===== src/rtl/imem_loader.sv =====
// Byte-stream program loader: parses a framed image (count, words, checksum) and
// writes 16-bit words to instruction memory. Optional idle timeout: LOADER_TIMEOUT_EN.
module imem_loader #(
  parameter int ADDR_WIDTH     = 8,
  parameter int MAX_WORDS      = 256,
  parameter int TIMEOUT_CYCLES = 1024
) (
  input  logic                  clock,
  input  logic                  reset_n,
  input  logic                  start,
  input  logic [7:0]            in_data,
  input  logic                  in_valid,
  output logic                  in_ready,
  output logic                  mem_we,
  output logic [ADDR_WIDTH-1:0] mem_addr,
  output logic [15:0]           mem_wdata,
  output logic                  cpu_hold,
  output logic                  load_done,
  output logic                  load_error,
  output logic [1:0]            err_code,
  output logic [ADDR_WIDTH:0]   words_written,
  output logic [2:0]            dbgState
);

  localparam logic [2:0] IDLE    = 3'd0;
  localparam logic [2:0] CNT_HI  = 3'd1;
  localparam logic [2:0] CNT_LO  = 3'd2;
  localparam logic [2:0] DATA_HI = 3'd3;
  localparam logic [2:0] DATA_LO = 3'd4;
  localparam logic [2:0] CHECK   = 3'd5;
  localparam logic [2:0] DONE    = 3'd6;
  localparam logic [2:0] ERROR   = 3'd7;

  localparam logic [16:0] MaxWords = 17'(MAX_WORDS);

  // Stream handshake: a byte moves on a rising edge only when in_valid and in_ready
  // are both high; in_ready depends on state alone, never on in_valid.
  logic [2:0]  state, nextState;
  logic [1:0]  nextErr;
  logic [7:0]  runSum, sumNext, cntHi, dataHi;
  logic [15:0] wordsLeft, countIn;
  logic        accept, restart, timeoutHit;

  assign in_ready   = (state == CNT_HI) || (state == CNT_LO) || (state == DATA_HI) ||
                      (state == DATA_LO) || (state == CHECK);
  assign accept     = in_valid && in_ready;
  assign restart    = start && ((state == IDLE) || (state == DONE) || (state == ERROR));
  assign sumNext    = runSum + in_data;
  assign countIn    = {cntHi, in_data};
  assign cpu_hold   = (state != DONE);
  assign load_done  = (state == DONE);
  assign load_error = (state == ERROR);
  assign dbgState   = state;

`ifdef LOADER_TIMEOUT_EN
  localparam int TW = $clog2(TIMEOUT_CYCLES + 1);
  logic [TW-1:0] idleCnt;

  // Reaching the limit on the next edge counts as timing out on that edge.
  assign timeoutHit = in_ready && !accept && (idleCnt == TW'(TIMEOUT_CYCLES - 1));

  always_ff @(posedge clock or negedge reset_n) begin
    if (!reset_n)                idleCnt <= '0;
    else if (!in_ready || accept) idleCnt <= '0;
    else                         idleCnt <= idleCnt + 1'b1;
  end
`else
  assign timeoutHit = 1'b0;
`endif

  always_comb begin
    nextState = state;
    nextErr   = err_code;
    case (state)
      IDLE:    if (start) nextState = CNT_HI;
      CNT_HI:  if (accept) nextState = CNT_LO;
      CNT_LO:
        if (accept) begin
          if ({1'b0, countIn} > MaxWords) begin
            nextState = ERROR;
            nextErr   = 2'b01;
          end else if (countIn == 16'd0) begin
            nextState = CHECK;
          end else begin
            nextState = DATA_HI;
          end
        end
      DATA_HI: if (accept) nextState = DATA_LO;
      DATA_LO: if (accept) nextState = (wordsLeft == 16'd1) ? CHECK : DATA_HI;
      CHECK:
        if (accept) begin
          if (sumNext == 8'd0) begin
            nextState = DONE;
          end else begin
            nextState = ERROR;
            nextErr   = 2'b10;
          end
        end
      DONE, ERROR:
        if (start) begin
          nextState = CNT_HI;
          nextErr   = 2'b00;
        end
      default: nextState = IDLE;
    endcase
    if (timeoutHit) begin
      nextState = ERROR;
      nextErr   = 2'b11;
    end
  end

  always_ff @(posedge clock or negedge reset_n) begin
    if (!reset_n) begin
      state    <= IDLE;
      err_code <= 2'b00;
      runSum   <= 8'd0;
      cntHi    <= 8'd0;
      dataHi   <= 8'd0;
      wordsLeft <= 16'd0;
    end else begin
      state    <= nextState;
      err_code <= nextErr;
      if (restart)     runSum <= 8'd0;
      else if (accept) runSum <= sumNext;
      if (accept && state == CNT_HI)  cntHi  <= in_data;
      if (accept && state == DATA_HI) dataHi <= in_data;
      if (accept && state == CNT_LO)       wordsLeft <= countIn;
      else if (accept && state == DATA_LO) wordsLeft <= wordsLeft - 16'd1;
    end
  end

  // Write port: registered one cycle after the low byte; address is the pre-increment count.
  always_ff @(posedge clock or negedge reset_n) begin
    if (!reset_n) begin
      mem_we        <= 1'b0;
      mem_addr      <= '0;
      mem_wdata     <= 16'd0;
      words_written <= '0;
    end else begin
      mem_we <= accept && (state == DATA_LO);
      if (accept && state == DATA_LO) begin
        mem_addr      <= words_written[ADDR_WIDTH-1:0];
        mem_wdata     <= {dataHi, in_data};
        words_written <= words_written + 1'b1;
      end else if (restart) begin
        words_written <= '0;
      end
    end
  end

endmodule


===== config.mk =====
export PLATFORM = sky130hd
export DESIGN_NAME = imem_loader
export DESIGN_NICKNAME = d
export VERILOG_FILES = /design/src/rtl/imem_loader.sv
export SDC_FILE = /design/constraint.sdc
export NUM_CORES = 1
export LEC_CHECK = 0
export CORE_UTILIZATION = 35
export DETAILED_ROUTE_END_ITERATION = 16
export DONT_BUFFER_PORTS = 1
export PLACE_DENSITY = 0.51
export SYNTH_ARGS = -nofsm -noshare
export SYNTH_HDL_FRONTEND = slang
export SYNTH_SLANG_ARGS = --single-unit

===== constraint.sdc =====
create_clock -name clock -period 3.01 [get_ports clock]
set_clock_uncertainty 0.1 [all_clocks]
set_input_delay 0.602 -clock clock [delete_from_list [all_inputs] [get_ports clock]]
set_output_delay 0.602 -clock clock [all_outputs]
set_load 0.05 [all_outputs]

==> impl_metrics.toml <==
[floorplan]
row_count = 37
core_region_area_um2 = 10500
die_area_um2 = 11300
ios = 55
fp.dieW_um = 106
die_h_um = 106
start_util = 0.365

[routing]
ant_nets = 0
drc = 0
first_pass_iters = 4
routed_wl_um = 9310
via_per_inst = 5.35
vias = 2897
route.detailed.wl_per_inst_um = 17.2
drt-initial-drc-count = 207

[final_layout]
nFillCells = 1060
layout-drive-gt1-share = 0.114
final_nets = 423
area_delta_synth_final_pct = 10.5
antennaDiodeCount = 0

[synthesis]
ys_warn_count = 0
synth.area.top_cells = "dfrtp_1, nand2_1, mux2_2"
syn_inst = 397
ys_ff_latch = 79
ys_types = 49
yosysSeqAreaShare = 0.518
synthFlopType = "dfrtp_1"
synth_edf_count = 0
syn_avg_cell_area_um2 = 9.61
syn_nets = 420
syn-cell-area_um2 = 3810
synth_top_area_cell = "dfrtp_1"
synth_top_area_share = 0.518
ys_async_sr_fraction = 1.00

[clock_network]
clk_pin_slew_worst_paths_ps = 80
clk-insertion-delay-late_ps = 360
clockRootBuffer = "clkbuf_8"
cts_setup_buffers = 0
cts_sinks = 79
cts_max_level = 3
numCtsBuffers = 9
cts.path.max_buffers = 2
tritoncts = "built"

[worst_setup_path]
rr_endpoint = "dbgState[0]"
crit_path_end_kind = "primary output"
critPathSlowestCell = "dfrtp_1"
required_ps = 2310
timing.rr.start = "runSum[0]"
crit_path_cell_trace = "nand2_1 -> or2_2 -> inv_1"
cp-start-kind = "flip-flop"
cp_max_fo = 11
worstPathArrival_ps = 1820
reg2reg_slack_ps = 680
r2r_cells = 7
path_class = "reg -> out"
worst_path_largest_cell_delay_ps = 550

[global_route]
grt_max_degree = 80
grtUsageTotal = 0.179
first_global_vias = 2886
overflow = 0
grt_pass1_wl_um = 15500
grt_antenna_before_repair = 0

[sta]
tightestPinTransition_ps = 667
period_minus_slack_ps = 2530
setup_tns_ps = 0
final_max_slew_viol_count = 0
slew_headroom = 0.554
setup_viol = 0
clock.fmax_ghz = 0.396
rsz0062_at_grt = "false"
timing.hold.ws_ps = 33.8
final_hold_viol_count = 0
fin_crit_sh = 0.839

[power]
power_density_nw_per_um2 = 1120
peakVddDrop_v = 0.000563
p_leak_nw = 1.92

[outcome]
status = "completed"

[placement]
gp_congestion = 0.803
port_buffers = 0
dp_hpwl_um = 6200

[run]
max_cap_viol_count = 0

[min_path]
hold_class = "in -> async"
[synth_stat cells, types with 2 or more instances]
cell type and instances:
a21oi_1 11, a31oi_1 2, buf_2 3, a32oi_1 2
nor2b_1 3, nand3_2 2, inv_1 11, nand2_1 104
nor3_1 5, and3_1 6, and2_1 2, xnor2_1 5
nand4_1 4, o31ai_1 4, a221o_1 3, nor2_1 22
nor4_1 6, buf_1 4, o21ai_0 12, a211oi_1 2
or3_1 3, nand3_1 10, o211ai_1 12, a22o_1 6
mux2_2 16, dfrtp_1 79, clkbuf_1 9, nand2b_1 2
xor2_1 2, a41oi_1 2, o21ai_1 12, o311ai_1 5
ha_1 10
[cell type report]
type	instances	area, um2	share of cell area
inverter	12	45.0	0.0107
clock buffer	10	128	0.0303
sequential	79	1980	0.469
tap	136	170	0.0404
timing repair buffer	8	80.1	0.0190
multi-input combinational	290	1730	0.410
clock inverter	6	85.1	0.0202
[worst max-delay path by stage]
stage / slack [ps] / cells past startpoint / startpoint / to
3_3_place_gp: 540 / 7 / in_data[0] / dbgState[0]
2_1_floorplan: 140 / 8 / dbgState[2] / dbgState[1]
3_5_place_dp: 490 / 7 / in_data[0] / dbgState[0]
6_report: 480 / 3 / dbgState[2] / load_done
5_1_grt: 410 / 3 / dbgState[2] / load_done
4_1_cts: 480 / 3 / dbgState[2] / load_done
[metal layers]
metal | global-route usage | up-vias | wire length, um
met5 | 0 | - | 0
met4 | 0.0833 | 0 | 184
met3 | 0.0405 | 13 | 407
met2 | 0.274 | 44 | 4280
met1 | 0.240 | 1435 | 4440
li1 | - | 1405 | -
[power by group]
part / internal [mW] / switching (mW) / total [mW]
logic: 0.638 / 0.895 / 1.53
clock network: 0.465 / 0.414 / 0.878
registers: 1.46 / 0.835 / 2.29
[state kept, by name (all words and copies together), names as in the netlist]
name	flops
cntHi	8
dataHi	8
dbgState	3
err_code	2
mem_addr	8
mem_wdata	16
mem_we	1
runSum	8
wordsLeft	16
words_written	9
[cells by family after synthesis]
group	after synthesis	share of synthesized area
fa+ha+maj	11	0.0380
mux	17	0.0499
xor+xnor	7	0.0161
simple gates	175	0.207
buf+inv	28	0.0285
flops	79	0.518
compound gates	80	0.142
[stage by stage]
step	power, mW	utilization	instance area (um2)	setup WS (ps)	instances
6_report	4.71	0.403	4210	484	541
5_1_grt	5.00	0.403	4210	407	541
3_3_place_gp	3.80	0.380	3970	538	524
4_1_cts	4.74	0.403	4210	477	541
3_5_place_dp	3.83	0.380	3970	485	524
2_1_floorplan	3.45	-	3810	139	397
[layout by cell type (no fill, tap or decap), drive strengths merged, types with 6 or more instances in the layout]
cell,count
nand2,104
dfrtp,79
o21ai,24
nor2,23
mux2,16
o211ai,12
inv,12
nand3,12
a21oi,11
ha,10
clkbuf,10
buf,8
nor4,7
and3,6
a22o,6
o311ai,6
[repair_timing]
action,4_1_cts,5_1_grt
hold endpoints to repair,79,0
hold buffers,1,0
gates resized for setup,0,0
[critical path, delay by kind of cell (launching register included)]
family	cells	cell delay (ps)
DFF	1	550
buffers and inverters	1	370
and+or+nand+nor	2	540
Power figures use the tool's default switching activity.
